File: src/rtl/ibex_cx_dispatch.sv
// ibex_cx_dispatch: routes custom-extension instructions from the core to one of
// NUM_UNITS external units and returns the unit's result, with illegal-instruction,
// timeout and flush handling. Only one operation is in flight at any time.
//
// Ports:
//   clk_i, rst_i                     clock, asynchronous active-high reset
//   req_valid_i / req_ready_o        core request handshake
//   req_instr_i, req_rs1_i, req_rs2_i instruction word and register operands
//   flush_i                          core kill of the current operation
//   cx_valid_o / cx_ready_i          one-hot per-unit issue handshake
//   cx_op_a_o, cx_op_b_o,
//   cx_func_o, cx_mode_o             shared issue payload (zero outside ISSUE)
//   cx_resp_valid_i, cx_resp_data_i,
//   cx_resp_err_i                    per-unit results, unit k at [k*XLEN +: XLEN]
//   resp_*_o                         single-cycle result to the core
//   busy_o                           high whenever not IDLE
module ibex_cx_dispatch #(
    parameter int unsigned NUM_UNITS      = 4,
    parameter int unsigned XLEN           = 32,
    parameter int unsigned TIMEOUT_CYCLES = 64
) (
    input  logic                      clk_i,
    input  logic                      rst_i,
    input  logic                      req_valid_i,
    output logic                      req_ready_o,
    input  logic [31:0]               req_instr_i,
    input  logic [XLEN-1:0]           req_rs1_i,
    input  logic [XLEN-1:0]           req_rs2_i,
    input  logic                      flush_i,
    output logic [NUM_UNITS-1:0]      cx_valid_o,
    input  logic [NUM_UNITS-1:0]      cx_ready_i,
    output logic [XLEN-1:0]           cx_op_a_o,
    output logic [XLEN-1:0]           cx_op_b_o,
    output logic [6:0]                cx_func_o,
    output logic [1:0]                cx_mode_o,
    input  logic [NUM_UNITS-1:0]      cx_resp_valid_i,
    input  logic [NUM_UNITS*XLEN-1:0] cx_resp_data_i,
    input  logic [NUM_UNITS-1:0]      cx_resp_err_i,
    output logic                      resp_valid_o,
    output logic [XLEN-1:0]           resp_data_o,
    output logic [4:0]                resp_rd_o,
    output logic                      resp_err_o,
    output logic                      resp_illegal_o,
    output logic                      resp_timeout_o,
    output logic                      busy_o
);

    localparam int unsigned UW = (NUM_UNITS > 1) ? $clog2(NUM_UNITS) : 1;
    localparam int unsigned CW = (TIMEOUT_CYCLES > 0) ? $clog2(TIMEOUT_CYCLES + 1) : 1;
    localparam int unsigned CNT_LAST_VAL = (TIMEOUT_CYCLES > 0) ? TIMEOUT_CYCLES - 1 : 0;
    localparam logic [CW-1:0] CNT_LAST = CW'(CNT_LAST_VAL);
    localparam logic [CW-1:0] CNT_MAX  = '1;

    localparam logic [6:0] OPC_CX_REG  = 7'h0b;
    localparam logic [6:0] OPC_CX_IMM  = 7'h2b;
    localparam logic [6:0] OPC_CX_FLEX = 7'h5b;

    localparam logic [1:0] MODE_REG  = 2'd0;
    localparam logic [1:0] MODE_IMM  = 2'd1;
    localparam logic [1:0] MODE_FLEX = 2'd2;

    typedef enum logic [1:0] {
        IDLE  = 2'd0,
        ISSUE = 2'd1,
        WAIT  = 2'd2,
        RESP  = 2'd3
    } state_e;

    state_e          state_q;
    logic [UW-1:0]   unit_q;
    logic [XLEN-1:0] op_a_q;
    logic [XLEN-1:0] op_b_q;
    logic [6:0]      func_q;
    logic [1:0]      mode_q;
    logic [4:0]      rd_q;
    logic [XLEN-1:0] data_q;
    logic            err_q;
    logic            illegal_q;
    logic            timeout_q;
    logic [CW-1:0]   cnt_q;

    // Request decode
    logic [6:0]      dec_opcode;
    logic [2:0]      dec_unit;
    logic            dec_op_ok;
    logic            dec_unit_ok;
    logic [1:0]      dec_mode;
    logic [XLEN-1:0] dec_op_b;
    logic [6:0]      dec_func;

    assign dec_opcode  = req_instr_i[6:0];
    assign dec_unit    = req_instr_i[14:12];
    assign dec_unit_ok = ({1'b0, dec_unit} < 4'(NUM_UNITS));

    always_comb begin
        dec_op_ok = 1'b1;
        dec_mode  = MODE_REG;
        dec_op_b  = req_rs2_i;
        dec_func  = req_instr_i[31:25];
        case (dec_opcode)
            OPC_CX_REG:  dec_mode = MODE_REG;
            OPC_CX_IMM: begin
                dec_mode = MODE_IMM;
                dec_op_b = {{(XLEN-12){req_instr_i[31]}}, req_instr_i[31:20]};
                dec_func = 7'd0;
            end
            OPC_CX_FLEX: dec_mode = MODE_FLEX;
            default:     dec_op_ok = 1'b0;
        endcase
    end

    // rs1/rs2 index fields are not needed: operands arrive already read
    logic unused_rs_fields;
    assign unused_rs_fields = ^req_instr_i[19:15];

    // Selected-unit view of the unit-side inputs
    logic            sel_ready;
    logic            sel_resp_valid;
    logic            sel_resp_err;
    logic [XLEN-1:0] sel_resp_data;

    assign sel_ready      = cx_ready_i[unit_q];
    assign sel_resp_valid = cx_resp_valid_i[unit_q];
    assign sel_resp_err   = cx_resp_err_i[unit_q];
    assign sel_resp_data  = cx_resp_data_i[int'(unit_q) * XLEN +: XLEN];

    // Last cycle of the ISSUE+WAIT budget; a same-cycle response takes priority
    logic timeout_hit;
    assign timeout_hit = (TIMEOUT_CYCLES != 0) && (cnt_q == CNT_LAST);

    // Control FSM and captured operation context
    always_ff @(posedge clk_i or posedge rst_i) begin
        if (rst_i) begin
            state_q   <= IDLE;
            unit_q    <= '0;
            op_a_q    <= '0;
            op_b_q    <= '0;
            func_q    <= '0;
            mode_q    <= '0;
            rd_q      <= '0;
            data_q    <= '0;
            err_q     <= 1'b0;
            illegal_q <= 1'b0;
            timeout_q <= 1'b0;
            cnt_q     <= '0;
        end else if (flush_i) begin
            state_q <= IDLE;
            cnt_q   <= '0;
        end else begin
            case (state_q)
                IDLE: begin
                    if (req_valid_i) begin
                        unit_q    <= UW'(dec_unit);
                        op_a_q    <= req_rs1_i;
                        op_b_q    <= dec_op_b;
                        func_q    <= dec_func;
                        mode_q    <= dec_mode;
                        rd_q      <= req_instr_i[11:7];
                        data_q    <= '0;
                        timeout_q <= 1'b0;
                        cnt_q     <= '0;
                        if (dec_op_ok && dec_unit_ok) begin
                            err_q     <= 1'b0;
                            illegal_q <= 1'b0;
                            state_q   <= ISSUE;
                        end else begin
                            err_q     <= 1'b1;
                            illegal_q <= 1'b1;
                            state_q   <= RESP;
                        end
                    end
                end
                ISSUE: begin
                    if (sel_ready && sel_resp_valid) begin
                        data_q  <= sel_resp_data;
                        err_q   <= sel_resp_err;
                        state_q <= RESP;
                    end else if (timeout_hit) begin
                        data_q    <= '0;
                        err_q     <= 1'b1;
                        timeout_q <= 1'b1;
                        state_q   <= RESP;
                    end else begin
                        if (sel_ready) begin
                            state_q <= WAIT;
                        end
                        if (cnt_q != CNT_MAX) begin
                            cnt_q <= cnt_q + 1'b1;
                        end
                    end
                end
                WAIT: begin
                    if (sel_resp_valid) begin
                        data_q  <= sel_resp_data;
                        err_q   <= sel_resp_err;
                        state_q <= RESP;
                    end else if (timeout_hit) begin
                        data_q    <= '0;
                        err_q     <= 1'b1;
                        timeout_q <= 1'b1;
                        state_q   <= RESP;
                    end else if (cnt_q != CNT_MAX) begin
                        cnt_q <= cnt_q + 1'b1;
                    end
                end
                RESP: begin
                    state_q <= IDLE;
                end
                default: state_q <= IDLE;
            endcase
        end
    end

    // Outputs decoded from registered state; payloads are forced to zero when idle
    logic in_issue;
    logic in_resp;

    assign in_issue = (state_q == ISSUE);
    assign in_resp  = (state_q == RESP);

    assign req_ready_o    = (state_q == IDLE) && !flush_i && !rst_i;
    assign busy_o         = (state_q != IDLE);
    assign cx_valid_o     = in_issue ? (NUM_UNITS'(1) << unit_q) : '0;
    assign cx_op_a_o      = in_issue ? op_a_q : '0;
    assign cx_op_b_o      = in_issue ? op_b_q : '0;
    assign cx_func_o      = in_issue ? func_q : '0;
    assign cx_mode_o      = in_issue ? mode_q : '0;
    assign resp_valid_o   = in_resp;
    assign resp_data_o    = in_resp ? data_q : '0;
    assign resp_rd_o      = in_resp ? rd_q : '0;
    assign resp_err_o     = in_resp & err_q;
    assign resp_illegal_o = in_resp & illegal_q;
    assign resp_timeout_o = in_resp & timeout_q;

endmodule

File: config.mk
export PLATFORM = sky130hd
export DESIGN_NAME = ibex_cx_dispatch
export DESIGN_NICKNAME = d
export VERILOG_FILES = /design/src/rtl/ibex_cx_dispatch.sv
export SDC_FILE = /design/constraint.sdc
export NUM_CORES = 1
export LEC_CHECK = 0
export ABC_AREA = 1
export CORE_AREA = 2 2 140 142
export CTS_CLUSTER_DIAMETER = 150
export DETAILED_ROUTE_END_ITERATION = 6
export DIE_AREA = 0 0 142 144
export PLACE_DENSITY = 0.77
export SYNTH_ARGS = -nofsm -noshare
export SYNTH_HDL_FRONTEND = slang
export SYNTH_SLANG_ARGS = --single-unit
File: constraint.sdc
create_clock -name clk_i -period 5 [get_ports clk_i]
set_input_delay 0.75 -clock clk_i [delete_from_list [all_inputs] [get_ports clk_i]]
set_output_delay 0.75 -clock clk_i [all_outputs]
set_load 0.005 [all_outputs]
==> results.sh <==
export IMPL_leakage_nw=5.94
export IMPL_antenna_found_initial=0
export IMPL_total_power_mw=5.31
export IMPL_reg2reg_setup_slack_ns=2.47
export IMPL_cts_sinks=124
export IMPL_maximum_number_of_pins_on_one_net_before_global_route_repair=102
export IMPL_post_dp_cell_area_sq_mm=0.0108
export IMPL_count_of_inserted_antenna_diode_cells=0
export IMPL_timing_critical_path_cells="inv_2 -> nand2_1 -> nor2_1 -> clkdlybuf4s50_1"
export IMPL_clock_tree_root_cell="clkbuf_16"
export IMPL_setup_slack_after_layout_ns=1.44
export IMPL_cp_depth=4
export IMPL_timing_critical_path_from="unit_q[0]"
export IMPL_r2r_end="data_q[10]"
export IMPL_rows=51
export IMPL_largest_fanout_of_any_net_on_the_critical_path=33
export IMPL_fin_setup_tns_ns=0
export IMPL_yosys_most_used_dff="dfrtp_1"
export IMPL_hold_viol=0
export IMPL_synth_warn=0
export IMPL_endpoint_kind="primary output"
export IMPL_seq_cell_area_sq_mm=0.00310
export IMPL_drt_vias_per_instance=4.87
export IMPL_crit_end="cx_valid_o[2]"
export IMPL_clock_tree_buffer_depth=2
export IMPL_area_growth_synth_to_final_pct=59.2
export IMPL_worstSetupStartpointType="flip-flop"
export IMPL_syn_nets=1268
export IMPL_clkSlewWorstSetupHoldPaths_ns=0.05
export IMPL_period_minus_slack_ns=3.56
export IMPL_ios=360
export IMPL_post_dp_hpwl_mm=17.8
export IMPL_syn_area_per_cell_sq_um=7.04
export IMPL_fin_area_sq_mm=0.0115
export IMPL_synth_top_cells_by_area="dfrtp_1 (43%), nand2_1 (22%), inv_1 (7.1%)"
export IMPL_route_detailed_wl_per_inst_um=15.5
export IMPL_finalSetupViolCount=0
export IMPL_via_count=7765
export IMPL_cts_tree="done"
export IMPL_finalCoreUtilization_pct=60.0
export IMPL_simple_gate_share_of_the_synthesized_area_pct=32.9
export IMPL_worst_path_dominant_cell_family="simple AND/OR/NAND/NOR gates"
export IMPL_yosys_register_bits=124
export IMPL_grt_setup_unrepaired="no"
export IMPL_peakVddDrop_v=0.000240
export IMPL_multiplexer_share_of_the_synthesized_area_pct=0
export IMPL_synth_yosys_seq_area_share_pct=43.1
export IMPL_grt_pass1_vias=7406
export IMPL_initial_core_util_pct=37.7
export IMPL_timing_worst_slew_pin_value_ns=1.30
export IMPL_detail_route_iter0_violations=573
export IMPL_final_min_period_over_clock_period_pct=71.3
export IMPL_cts_htree_levels=4
export IMPL_drive_gt1_share_pct=5.24
export IMPL_yosys_area_top_type="dfrtp_1"
export IMPL_postCtsSetupBuffers=0
export IMPL_clock_buffers_created_by_tritoncts=17
export IMPL_finalWeightedCongestion=0.880
export IMPL_hold_ws_ns=0.468
export IMPL_fp_dieW_um=142
export IMPL_min_delay_path_class="reg2reg"
export IMPL_postSynthCellCount=1022
export IMPL_cts_hold_fix_buffers=0
export IMPL_drcViolationCount=0
export IMPL_reg2regPathDepth=6
export IMPL_synth_adder_area_share_pct=1.04
export IMPL_cts_resized=0
export IMPL_synth_compound_area_share_pct=11.2
export IMPL_relSlewSlack_pct=12.8
export IMPL_postSynth_asyncResetShare_pct=100
export IMPL_die_area_sq_mm=0.0204
export IMPL_fin_worst_skew_ns=0.0106
export IMPL_clock_latency_ns=0.42
export IMPL_critPathArrivalTime_ns=2.81
export IMPL_worst_setup_path_type="reg2out"
export IMPL_grt_overflow_total=0
export IMPL_final_fill_count=1751
export IMPL_grt_first_pass_wirelength_mm=38.0
export IMPL_final_net_count=1589
export IMPL_multi_input_area_sq_mm=0.00325
export IMPL_xor_xnor_portion_of_the_synthesized_cell_area_pct=0
export IMPL_final_instance_count_excl_fill=1594
export IMPL_max_freq_ghz=0.281
export IMPL_synthDominantCellAreaShare_pct=43.1
export IMPL_area_of_the_placeable_core_sq_mm=0.0191
export IMPL_routed_wirelength_mm=24.7
export IMPL_worstPathBufferInverterCount=2
export IMPL_critical_path_slowest_cell="nand2_1"
export IMPL_dominant_combinational_cell_family_by_area_after_synthesis="simple AND/OR/NAND/NOR gates"
export IMPL_endpoint_required_time_on_the_critical_path_ns=4.25
export IMPL_detailedRoute_firstPassIterationCount=5
export IMPL_post_placement_cell_count=1562
export IMPL_yosys_cell_types_count=36
export IMPL_grt_use_total_pct=23.8
export IMPL_worst_path_max_stage_delay_ns=0.77
export IMPL_final_max_slew_violation_count=0
export IMPL_run_status="finished, final reports clean"
export IMPL_power_density_mw_per_mm2=464
export IMPL_post_synth_instance_area_sq_mm=0.00719
export IMPL_reg2reg_from="unit_q[0]"
export IMPL_die_h_um=144
export IMPL_buffer_ports_inserted=354
export IMPL_synth_enable_flop_cells=0
export IMPL_ant_nets=0
export IMPL_place_worst_setup_slack_ns=1.84
export IMPL_max_cap_viol_count=0
-- area by class of cell --
cell class	count	share of cell area, %
Sequential cell	124	27.1
Timing Repair Buffer	362	31.5
Clock buffer	22	4.14
Tap cell	238	2.60
Multi-Input combinational cell	696	28.4
Inverter	142	4.68
Clock inverter	10	1.62
-- power breakdown --
| part | switching, mW | internal [mW] | total [mW] | leakage, nW |
|---|---|---|---|---|
| Combinational | 1.26 | 1.03 | 2.30 | 4.07 |
| Sequential | 0.245 | 1.40 | 1.65 | 1.55 |
| Clock | 0.446 | 0.925 | 1.37 | 0.321 |
| Total | 1.95 | 3.36 | 5.31 | 5.94 |
-- synth_stat cells, types with 2 or more instances --
| cell | n |
|---|---|
| inv_1 | 137 |
| a2bb2oi_1 | 11 |
| buf_2 | 26 |
| nor4_1 | 3 |
| buf_1 | 2 |
| nand2_2 | 14 |
| nand3_1 | 66 |
| ha_1 | 6 |
| buf_4 | 4 |
| nand2_4 | 3 |
| nor2_1 | 36 |
| a21oi_1 | 16 |
| buf_6 | 4 |
| nor2_4 | 2 |
| dfrtp_1 | 124 |
| nand4_1 | 2 |
| clkbuf_1 | 23 |
| o21ai_0 | 8 |
| inv_2 | 5 |
| nand2_1 | 413 |
| o22ai_1 | 64 |
| o21a_1 | 21 |
| nor3_1 | 19 |
-- registers in the layout, summed over array words and instances (netlist names) --
register and count:
op_a_q 32, op_b_q 32, rd_q 5, state_q 2, illegal_q 1, func_q 7
mode_q 2, cnt_q 7, data_q 32, timeout_q 1, unit_q 2, err_q 1
-- placed cells by master (no fill, tap or decap), types with 2 or more instances in the layout --
| master | netlist | layout |
|---|---|---|
| a21oi_1 | 16 | 16 |
| a2bb2oi_1 | 11 | 11 |
| buf_4 | 4 | 8 |
| bufinv_16 | 0 | 5 |
| clkbuf_1 | 23 | 2 |
| clkbuf_16 | 0 | 17 |
| clkbuf_8 | 0 | 3 |
| clkdlybuf4s50_1 | 0 | 354 |
| clkinv_2 | 0 | 2 |
| dfrtp_1 | 124 | 124 |
| ha_1 | 6 | 4 |
| ha_2 | 0 | 2 |
| inv_1 | 137 | 136 |
| inv_2 | 5 | 5 |
| nand2_1 | 413 | 413 |
| nand2_2 | 14 | 14 |
| nand2_4 | 3 | 3 |
| nand3_1 | 66 | 66 |
| nand4_1 | 2 | 2 |
| nor2_1 | 36 | 36 |
| nor2_4 | 2 | 2 |
| nor3_1 | 19 | 19 |
| nor3_4 | 1 | 2 |
| nor4_1 | 3 | 3 |
| o21a_1 | 21 | 21 |
| o21ai_0 | 8 | 8 |
| o22ai_1 | 64 | 64 |
-- worst reg2reg max path: cells and delay by family, from the launching register on --
family                 cells  cell delay [ns]
DFF                        1             0.60
buffers and inverters      1             0.17
and+or+nand+nor            4             1.52
AOI/OAI and AO/OA          1             0.18
-- kinds of logic after synthesis --
| family | Yosys count |
|---|---|
| compound gates | 124 |
| flops | 124 |
| fa+ha+maj | 6 |
| simple gates | 566 |
| buf+inv | 202 |
-- worst min-delay path by stage --
stage,startpoint,to,slack (ns),cells past startpoint
floorplan,data_q[13],data_q[13],0.44,2
global placement,op_a_q[15],op_a_q[15],0.45,2
detailed placement,op_a_q[3],op_a_q[3],0.46,2
CTS,data_q[2],data_q[2],0.47,2
global route,data_q[1],data_q[1],0.49,2
finish,data_q[2],data_q[2],0.47,2
-- per-layer routing --
| layer | share of wire [%] | GRT usage, % |
|---|---|---|
| met2 | 48 | 38.6 |
| met3 | 4.9 | 4.83 |
| met1 | 43 | 30.7 |
| met5 | 0 | 0 |
| met4 | 3.5 | 10.8 |
(Power assumes the default switching activity.)
==> RTL change (same settings) <==
Register the outputs `resp_err_o` and `resp_timeout_o`, without a reset; this adds one clock of latency there. The other outputs are not delayed to match.
--- a/src/rtl/ibex_cx_dispatch.sv
+++ b/src/rtl/ibex_cx_dispatch.sv
@@ -228,9 +228,11 @@
     assign resp_valid_o   = in_resp;
     assign resp_data_o    = in_resp ? data_q : '0;
     assign resp_rd_o      = in_resp ? rd_q : '0;
-    assign resp_err_o     = in_resp & err_q;
     assign resp_illegal_o = in_resp & illegal_q;
-    assign resp_timeout_o = in_resp & timeout_q;
+    always_ff @(posedge clk_i) begin
+        resp_err_o     <= in_resp & err_q;
+        resp_timeout_o <= in_resp & timeout_q;
+    end
 
 endmodule
 
Behaviour: not the same (Yosys sat finds a counterexample within 4 cycles, from zero or initial values and one cycle with rst_i high).
==> RTL change against the unedited design <==
- total power is 1.9% lower
- synthesized cell count up 0.20%
- worst setup slack lost 41 ps
- routed wire length grew 0.34%
- non-clock buffer count rose by 2
- clock power shrank 9%
- largest cell class unchanged
- global-route usage is 0.083 points higher
- cell area about the same
- highest routed layer unchanged
- sequential cell count is 2 higher
- hold slack got worse by 0.87 ps
- area after synthesis up 0.56%
==> RTL change: results (changes against the unedited design) <==
\begin{tabular}{lr}
\hline
Metric & Value \\
\hline
\multicolumn{2}{l}{\textbf{Global routing}} \\
\quad First-pass GRT wire length & 38,300 um (was 38,000 um) \\
\quad Global routing usage on met1 & 0.310 (was 0.307) \\
\quad Global Route met2 Usage & 0.380 (was 0.386) \\
\quad Total routing resource utilization after global routing & 0.239 (was 0.238) \\
\quad Fraction of met3 tracks used by global routing & 0.0566 (was 0.0483) \\
\multicolumn{2}{l}{\textbf{Setup path}} \\
\quad Slowest library cell on the worst path & ha\_2 (was nand2\_1) \\
\quad Slowest cell delay on critical path & 570 ps (was 770 ps) \\
\quad Arrival time of data at the critical path endpoint & 2850 ps (was 2810 ps) \\
\quad Kind of cell with the highest combined delay on the critical path & buffers and inverters (was simple AND/OR/NAND/NOR gates) \\
\quad Critical Path Fanout Max & 50 (was 33) \\
\quad Critical path startpoint & state\_q[1] (was unit\_q[0]) \\
\multicolumn{2}{l}{\textbf{Routing}} \\
\quad Average vias per placed instance & 4.93 (was 4.87) \\
\quad Mean routed wirelength per cell & 15.5 um (about the same) \\
\quad DRC violation total after the first TritonRoute iteration & 547 (was 573) \\
\multicolumn{2}{l}{\textbf{Synth}} \\
\quad Fraction of the mapped netlist area in compound gates & 0.111 (was 0.112) \\
\quad Predominant post-synthesis flop cell & dfrtp\_1 (unchanged) \\
\quad Mapped Nets & 1,270 (was 1,268) \\
\quad Share of flip-flops with an asynchronous set or reset & 0.984 (was 1.00) \\
\quad Sequential area share after synthesis & 0.435 (was 0.431) \\
\quad Adder and majority gate portion of the synthesized area & 0.0104 (about the same) \\
\quad Leading post-synthesis cells by cell area & dfrtp\_1 (43\%), nand2\_1 (21\%), inv\_1 (7.1\%) (was dfrtp\_1 (43\%), nand2\_1 (22\%), inv\_1 (7.1\%)) \\
\quad Number of different library cells in the post-synthesis netlist & 37 (was 36) \\
\multicolumn{2}{l}{\textbf{Cells and area}} \\
\quad Share of post-route cells with drive strength above 1 & 0.0529 (was 0.0524) \\
\quad Layout net count & 1,593 (was 1,589) \\
\multicolumn{2}{l}{\textbf{Placed design}} \\
\quad Placed cell area & 10,800 um2 (about the same) \\
\quad Final weighted congestion of routability-driven global placement & 0.819 (was 0.880) \\
\quad DP HPWL & 17,800 um (about the same) \\
\multicolumn{2}{l}{\textbf{Outcome}} \\
\quad Status & finished, final reports clean (unchanged) \\
\multicolumn{2}{l}{\textbf{Timing}} \\
\quad Clock Skews & 9.91 ps (was 10.6 ps) \\
\quad Slew at the pin closest to its max-slew limit & 1080 ps (was 1300 ps) \\
\multicolumn{2}{l}{\textbf{Power and ir drop}} \\
\quad Max IR drop VDD & 0.220 mV (was 0.240 mV) \\
\hline
\end{tabular}
-- RTL change: per-stage QoR --
step / power, W / hold WS, ps / util / std cells / setup slack [ps]
after global placement: 0.00392 / 453 / 0.569 / 1566 / 1850
after global routing: 0.00560 / 484 / 0.600 / 1598 / 1160
after detailed placement: 0.00399 / 458 / 0.569 / 1566 / 1800
after floorplan: 0.00305 / 441 / - / 1024 / 951
final: 0.00521 / 467 / 0.600 / 1598 / 1400
after CTS: 0.00526 / 472 / 0.600 / 1598 / 1320
-- RTL change: layout make-up --
cell class / instances / area (um2)
Clock buffer: 24 / 492
Clock inverter: 8 / 105
Fill cell: 1715 / 7630
Inverter: 142 / 536
Multi-Input combinational cell: 696 / 3250
Sequential cell: 126 / 3140
Tap cell: 238 / 298
Timing Repair Buffer: 364 / 3620
-- RTL change: cell families after synthesis --
group,Yosys count
AOI/OAI and AO/OA,124
adders and majority gates,6
buffers and inverters,202
DFF,126
and+or+nand+nor,566
-- RTL change: metal layers --
layer / share of wire / vias to the layer above
li1: - / 3852
met1: 0.42 / 3673
met2: 0.48 / 282
met3: 0.060 / 73
met4: 0.043 / 0
met5: 0 / -
-- RTL change: tightest hold or removal path, stage by stage (launching register included) --
cell	delay [ps]
dfrtp_1	340
nand2_1	50
nand2_1	50
-- RTL change: power by group --
part / leakage (nW) / switching [W] / internal (W) / total (W)
registers: 1.57 / 0.000244 / 0.00142 / 0.00166
logic: 4.08 / 0.00127 / 0.00104 / 0.00231
clock network: 0.283 / 0.000451 / 0.000788 / 0.00124
-- RTL change: worst paths after layout --
kind	to	cells past startpoint	slack, ps
max	cx_op_a_o[4]	6	1400
min	data_q[0]	2	470
max reg2reg	data_q[16]	8	2620
min reg2reg	data_q[0]	2	470
max in group asynchronous	op_b_q[5]	3	3170
min in group asynchronous	op_a_q[12]	2	890
